## src/rtl/cell_alloc_ctrl.sv

```systemverilog
// Ingress buffer allocation: pops a free address per cell, writes the cell, queues {addr, deadline} for the scheduler.
// Latency: cell accept N -> buffer write N+1 -> descriptor valid N+2 (earliest); one cell per cycle sustained.
// Backpressure: cell_ready drops on an empty pool or a full 2-entry descriptor queue; releases stall while the free FIFO is full.
module cell_alloc_ctrl #(
    parameter int ADDR_WIDTH = 9,
    parameter int DATA_WIDTH = 16,
    parameter int DL_WIDTH   = 16
) (
    input  logic                  clk,
    input  logic                  rst_n,
    input  logic                  cell_valid,
    output logic                  cell_ready,
    input  logic [DATA_WIDTH-1:0] cell_data,
    input  logic [DL_WIDTH-1:0]   cell_deadline,
    output logic                  fl_rd_en,
    input  logic [ADDR_WIDTH-1:0] fl_rd_data,
    input  logic                  fl_empty,
    output logic                  fl_wr_en,
    output logic [ADDR_WIDTH-1:0] fl_wr_data,
    input  logic                  fl_full,
    output logic                  buf_we,
    output logic [ADDR_WIDTH-1:0] buf_waddr,
    output logic [DATA_WIDTH-1:0] buf_wdata,
    output logic                  desc_valid,
    input  logic                  desc_ready,
    output logic [ADDR_WIDTH-1:0] desc_addr,
    output logic [DL_WIDTH-1:0]   desc_deadline,
    input  logic                  rel_valid,
    output logic                  rel_ready,
    input  logic [ADDR_WIDTH-1:0] rel_addr,
    output logic [ADDR_WIDTH:0]   in_use_cnt,
    output logic                  err_double_free
);
    localparam int POOL = 1 << ADDR_WIDTH;
    localparam logic [ADDR_WIDTH:0] POOL_CELLS = (ADDR_WIDTH+1)'(POOL);

    typedef struct packed {
        logic [ADDR_WIDTH-1:0] addr;
        logic [DL_WIDTH-1:0]   dl;
    } desc_t;

    logic                  s1_valid_q, s1_valid_d;
    logic [DATA_WIDTH-1:0] s1_data_q, s1_data_d;
    logic [DL_WIDTH-1:0]   s1_dl_q, s1_dl_d;
    desc_t                 head_q, head_d, tail_q, tail_d;
    logic [1:0]            desc_cnt_q, desc_cnt_d;
    logic [POOL-1:0]       bitmap_q, bitmap_d;
    logic [ADDR_WIDTH:0]   in_use_q, in_use_d;
    logic                  err_q, err_d;

    logic       desc_pop, accept, alloc, rel_fire, rel_hit, rel_free;
    logic [2:0] occupancy;
    desc_t      push_dat;

    // Cells already committed downstream: queued descriptors plus the one in stage 1, minus the one leaving now.
    assign occupancy = {1'b0, desc_cnt_q} + {2'b00, s1_valid_q} - {2'b00, desc_pop};
    assign desc_valid = (desc_cnt_q != 2'd0);
    assign desc_pop   = desc_valid & desc_ready;
    assign cell_ready = ~fl_empty & (occupancy < 3'd2);
    assign accept     = cell_valid & cell_ready;
    assign alloc      = s1_valid_q;
    assign rel_fire   = rel_valid & ~fl_full;
    assign rel_hit    = bitmap_q[rel_addr];
    assign rel_free   = rel_fire & rel_hit;
    assign push_dat   = '{addr: fl_rd_data, dl: s1_dl_q};

    assign fl_rd_en        = accept;
    assign buf_we          = s1_valid_q;
    assign buf_waddr       = fl_rd_data;
    assign buf_wdata       = s1_data_q;
    assign fl_wr_en        = rel_free;
    assign fl_wr_data      = rel_addr;
    assign rel_ready       = ~fl_full;
    assign desc_addr       = head_q.addr;
    assign desc_deadline   = head_q.dl;
    assign in_use_cnt      = in_use_q;
    assign err_double_free = err_q;

    always_comb begin
        s1_valid_d = accept;
        s1_data_d  = s1_data_q;
        s1_dl_d    = s1_dl_q;
        head_d     = head_q;
        tail_d     = tail_q;
        desc_cnt_d = desc_cnt_q + 2'(alloc) - 2'(desc_pop);
        bitmap_d   = bitmap_q;
        in_use_d   = in_use_q;
        err_d      = err_q | (rel_fire & ~rel_hit);

        if (accept) begin
            s1_data_d = cell_data;
            s1_dl_d   = cell_deadline;
        end

        if (alloc && desc_pop) begin
            if (desc_cnt_q == 2'd2) begin
                head_d = tail_q;
                tail_d = push_dat;
            end else begin
                head_d = push_dat;
            end
        end else if (alloc) begin
            if (desc_cnt_q == 2'd0) head_d = push_dat;
            else                    tail_d = push_dat;
        end else if (desc_pop) begin
            head_d = tail_q;
        end

        // Clear before set so a same-cycle alloc of the released address keeps the bit.
        if (rel_free) bitmap_d[rel_addr] = 1'b0;
        if (alloc)    bitmap_d[fl_rd_data] = 1'b1;

        if (alloc && !rel_free && in_use_q != POOL_CELLS) in_use_d = in_use_q + 1'b1;
        else if (!alloc && rel_free && in_use_q != '0)    in_use_d = in_use_q - 1'b1;
    end

    always_ff @(posedge clk or negedge rst_n) begin
        if (!rst_n) begin
            s1_valid_q <= 1'b0;
            s1_data_q  <= '0;
            s1_dl_q    <= '0;
            head_q     <= '0;
            tail_q     <= '0;
            desc_cnt_q <= 2'd0;
            bitmap_q   <= '0;
            in_use_q   <= '0;
            err_q      <= 1'b0;
        end else begin
            s1_valid_q <= s1_valid_d;
            s1_data_q  <= s1_data_d;
            s1_dl_q    <= s1_dl_d;
            head_q     <= head_d;
            tail_q     <= tail_d;
            desc_cnt_q <= desc_cnt_d;
            bitmap_q   <= bitmap_d;
            in_use_q   <= in_use_d;
            err_q      <= err_d;
        end
    end
endmodule
```

## config.mk

```make
export PLATFORM = sky130hd
export DESIGN_NAME = cell_alloc_ctrl
export DESIGN_NICKNAME = d
export VERILOG_FILES = /design/src/rtl/cell_alloc_ctrl.sv
export SDC_FILE = /design/constraint.sdc
export NUM_CORES = 1
export LEC_CHECK = 0
export CELL_PAD_IN_SITES_DETAIL_PLACEMENT = 0
export CELL_PAD_IN_SITES_GLOBAL_PLACEMENT = 1
export CORE_MARGIN = 2
export CORE_UTILIZATION = 50
export CTS_BUF_LIST = sky130_fd_sc_hd__clkbuf_8
export CTS_CLUSTER_SIZE = 28
export DETAILED_ROUTE_END_ITERATION = 10
export DONT_BUFFER_PORTS = 1
export PLACE_DENSITY_LB_ADDON = 0.1
export SYNTH_ARGS = -nofsm -noshare
export SYNTH_HDL_FRONTEND = slang
export SYNTH_SLANG_ARGS = --single-unit
```

## constraint.sdc

```tcl
create_clock -name clk -period 5.41 [get_ports clk]
set_input_delay 1.082 -clock clk [delete_from_list [all_inputs] [get_ports clk]]
set_output_delay 1.082 -clock clk [all_outputs]
set_load 0.01 [all_outputs]
```

==> implementation parameters <==
Parameter                              Value

Status
  Result of the run    complete, but fails checks
  Violations in the final reports    slew limit, setup timing

STA
  Fin. Hold Viols    0
  Final-report setup violation count    3
  Worst Max-Slew Pin Slew    2130 ps
  RSZ-0062 raised after global routing    no
  Post-route clock period utilization    106%
  Normalized max-slew margin    -42.3%
  Minimum period implied by the final worst setup slack    5750 ps
  FMAX    174 MHz
  Final worst setup slack    -341 ps
  Worst Skew    48.5 ps
  Max Transition Viols Final    302

Synthesis
  Sequential cell area fraction in the yosys report    51.2%
  Number of library cell types mapped by synthesis    58
  Post-synth top flop    sky130_fd_sc_hd__dfrtp_1
  Total of warnings raised by yosys    0
  Total nets after synthesis    2886
  Top cell type by total area after synthesis    sky130_fd_sc_hd__dfrtp_1
  Total standard cell area after synthesis    29700 µm²
  FF+latch count, synth    608
  Leading post-synthesis cells by cell area    sky130_fd_sc_hd__dfrtp_1 51%, sky130_fd_sc_hd__o31ai_1 13%, sky130_fd_sc_hd__o21ai_0 8.5%
  Area share of the largest cell type after synthesis    51.2%
  Fraction of synthesis flops using an asynchronous set or reset pin    100%
  Number of synthesized flops with an enable pin    0
  Post-synthesis instance total    2816
  Syn Area/Cell    10.6 µm²

Cells and area
  Most common cell after layout, fill and taps aside    sky130_fd_sc_hd__dfrtp_1
  Commonest non-fill, non-tap cells in the layout    608 x sky130_fd_sc_hd__dfrtp_1, 506 x sky130_fd_sc_hd__o31ai_1, 502 x sky130_fd_sc_hd__o21ai_0
  Fraction of final layout cells sized beyond drive strength 1    13.3%
  Antenna Cells    0
  Area overhead of the layout relative to synthesis    8.40%
  Final Non-Filler Cells    3538
  Number of nets in the layout    2755

Setup path
  Data arrival time of the critical path    4670 ps
  Worst setup EP type    output port
  Critical-path cell list    mux4_2 > mux2i_1 > o22ai_1 > o41ai_2 > nand4_1 > nor3_2 > buf_4 > or2_4 > clkbuf_8 > inv_2
  Library cell contributing the largest single delay on the critical path    sky130_fd_sc_hd__mux4_2
  Endpoint required time on the critical path    4330 ps
  Largest incremental delay on the critical path    920 ps
  CP Class    in -> out
  Largest driver fanout on the critical path    206
  Buffers and inverters on the worst path    3
  Kind of launch point of the worst setup path    input port
  Top Family by Delay on Critical Path    multiplexers

Place
  Inst Count DP    3350
  Pre-CTS setup slack    -97.1 ps
  Placer congestion estimate    0.866
  DP HPWL    56.2 mm
  Number of port buffers    0

Clock tree
  Number of H-tree levels    3
  Clock network latency to the later pin of the worst-skew pair    750 ps
  CTS tree    done
  Num Clock Sinks    608
  Number of setup buffers added after CTS    0
  Root Buffer    sky130_fd_sc_hd__clkbuf_8
  Worst-case clock buffer depth    3
  Hold_buf cts    0
  Clock buffer count from CTS    106
  Clk slew on worst S/H paths    60 ps

Global routing
  Antenna violations before repair    0
  Via count of the first global-routing pass    24400
  Largest net degree at the start of global routing    609
  Global-route wire length before repair    157 mm
  GRT Util Overall    34.3%
  GRT overflow    0

Hold path
  Class of the tightest hold or removal check    in -> async

Detailed routing
  Iteration count of the initial detailed-routing pass    6
  Routed via count    24300
  Routed len/inst    29.4 µm
  ANT nets after route    0
  Vias per std cell    6.88
  Total routed wirelength    104 mm
  DRC Markers    0
  Violation count after the first detailed-route iteration    2929

Floorplanning
  Number of I/O pins    133
  Standard cell core area    58900 µm²
  Row cnt    89
  Initial standard-cell utilization of the core    50.4%
  Die height    248 µm
  Die area    61400 µm²
  Overall die width    248 µm

Power and ir drop
  Total power    11.3 mW
  Clk network pwr share    37.2%
  Static power due to leakage    13.9 nW
  Power Density    351 nW/µm²
  Int Power    7.98 mW
  Switching share of power    29.4%
  Worst voltage drop across the vdd grid    0.330 mV
  Combinational power share    15.3%
  Switching power    3.32 mW
  Sequential share of power    47.5%

Job
  Maximum Capacitance Violations    0
sequential cells by signal, indices dropped and copies added, names as in the netlist, 2 cells and up:
name and flops:
in_use_cnt 10, s1_dl_q 16, buf_wdata 16, desc_cnt_q 2
desc_addr 9, tail_q 25, desc_deadline 16, bitmap_q 512
area by class of cell:
cell class	count	area, µm²
tap	773	967
clock buffer	131	1800
timing repair buffer	91	764
inverter	16	60.1
sequential	608	15200
multi-input combinational	1862	13100
fill	5128	26700
clock inverter	57	312
synthesized netlist by cell type, types with 3 or more instances:
master / number
sky130_fd_sc_hd__o22ai_1: 18
sky130_fd_sc_hd__buf_1: 8
sky130_fd_sc_hd__dfrtp_1: 608
sky130_fd_sc_hd__xnor2_1: 5
sky130_fd_sc_hd__o21ai_1: 41
sky130_fd_sc_hd__nor4_1: 3
sky130_fd_sc_hd__o211ai_1: 9
sky130_fd_sc_hd__and2_1: 6
sky130_fd_sc_hd__xor2_1: 4
sky130_fd_sc_hd__buf_4: 34
sky130_fd_sc_hd__o21ai_0: 502
sky130_fd_sc_hd__and3_1: 8
sky130_fd_sc_hd__nand4_1: 12
sky130_fd_sc_hd__a221oi_1: 4
sky130_fd_sc_hd__nor3_1: 9
sky130_fd_sc_hd__ha_1: 11
sky130_fd_sc_hd__mux2i_1: 172
sky130_fd_sc_hd__nand2b_1: 7
sky130_fd_sc_hd__a22oi_1: 65
sky130_fd_sc_hd__nor2_1: 24
sky130_fd_sc_hd__mux2_2: 26
sky130_fd_sc_hd__o31ai_1: 506
sky130_fd_sc_hd__inv_1: 14
sky130_fd_sc_hd__buf_2: 78
sky130_fd_sc_hd__and3b_1: 4
sky130_fd_sc_hd__nor3b_1: 3
sky130_fd_sc_hd__a21oi_1: 19
sky130_fd_sc_hd__a21o_1: 5
sky130_fd_sc_hd__nand3_1: 45
sky130_fd_sc_hd__mux2_4: 8
sky130_fd_sc_hd__a32oi_1: 3
sky130_fd_sc_hd__mux4_2: 58
sky130_fd_sc_hd__buf_6: 5
sky130_fd_sc_hd__nand2_1: 244
sky130_fd_sc_hd__clkbuf_1: 203
sky130_fd_sc_hd__nor2b_1: 17
through the flow:
step,TNS [ps],area (µm²),hold slack (ps),utilization [%]
after floorplan,0,29700,463,-
after global placement,-230,30100,478,51.1
after detailed placement,-189,30100,485,51.1
after CTS,0,32200,36.0,54.7
after global routing,0,32200,19.8,54.7
final,-392,32200,71.4,54.7
worst reg2reg max path, cell delays in order, from the launching register on:
cell and delay, ps:
sky130_fd_sc_hd__dfrtp_1 400, sky130_fd_sc_hd__mux4_2 460, sky130_fd_sc_hd__mux2i_1 220, sky130_fd_sc_hd__o22ai_1 190
sky130_fd_sc_hd__o41ai_2 540, sky130_fd_sc_hd__nand4_1 170, sky130_fd_sc_hd__nor3_2 200, sky130_fd_sc_hd__buf_4 180
sky130_fd_sc_hd__or2_4 140, sky130_fd_sc_hd__nand3_4 70, sky130_fd_sc_hd__buf_4 160, sky130_fd_sc_hd__buf_4 140
sky130_fd_sc_hd__inv_1 60, sky130_fd_sc_hd__fa_1 200, sky130_fd_sc_hd__nor2b_1 60, sky130_fd_sc_hd__o21ai_0 160
sky130_fd_sc_hd__nand2b_1 100, sky130_fd_sc_hd__a21o_1 180, sky130_fd_sc_hd__a21o_1 180, sky130_fd_sc_hd__a21o_1 170
sky130_fd_sc_hd__a21oi_1 160, sky130_fd_sc_hd__xnor2_1 80, sky130_fd_sc_hd__mux2_4 260
final timing paths:
| kind | start | to | slack, ps | cells past startpoint |
|---|---|---|---|---|
| setup reg to reg | bitmap_q[498] | in_use_cnt[8] | 810 | 22 |
| setup / recovery | rel_addr[1] | fl_wr_en | -340 | 10 |
| hold reg to reg | s1_dl_q[11] | s1_dl_q[11] | 490 | 2 |
| hold / removal | rst_n | in_use_cnt[2] | 70 | 0 |
| min in group clk | cell_deadline[12] | s1_dl_q[12] | 440 | 2 |
| max in group asynchronous | rst_n | bitmap_q[63] | 3660 | 0 |
power by group through the flow:
stage               combinational (mW)  sequential, mW  clock (mW)
CTS                               1.72            5.37        4.27
global placement                  1.67            5.43           0
finish                            1.73            5.37        4.21
floorplan                         1.35            5.35           0
detailed placement                1.71            5.45           0
global route                      1.92            5.42        4.49
routing by layer:
| layer | GRT usage, % | vias to the layer above | wire (µm) |
|---|---|---|---|
| li1 | - | 10300 | - |
| met1 | 46.3 | 12400 | 42000 |
| met2 | 53.0 | 1296 | 47600 |
| met3 | 7.60 | 314 | 9520 |
| met4 | 15.4 | 0 | 4950 |
| met5 | 0 | - | 0 |
cells by family (layout without fill, tap and decap cells):
| family | Yosys count | count (layout) | share of synthesized area, % |
|---|---|---|---|
| flops | 608 | 608 | 51.2 |
| simple gates | 391 | 391 | 5.86 |
| fa+ha+maj | 13 | 13 | 0.598 |
| buf+inv | 346 | 295 | 5.27 |
| mux | 264 | 264 | 11.6 |
| compound gates | 1185 | 1185 | 25.2 |
| xor+xnor | 9 | 9 | 0.265 |
repair_timing:
item	CTS	global route
endpoints found under the setup margin	0	2
gates resized for setup	0	3
hold endpoints to repair	0	0
Note: power is estimated with default switching activity, not from simulation.
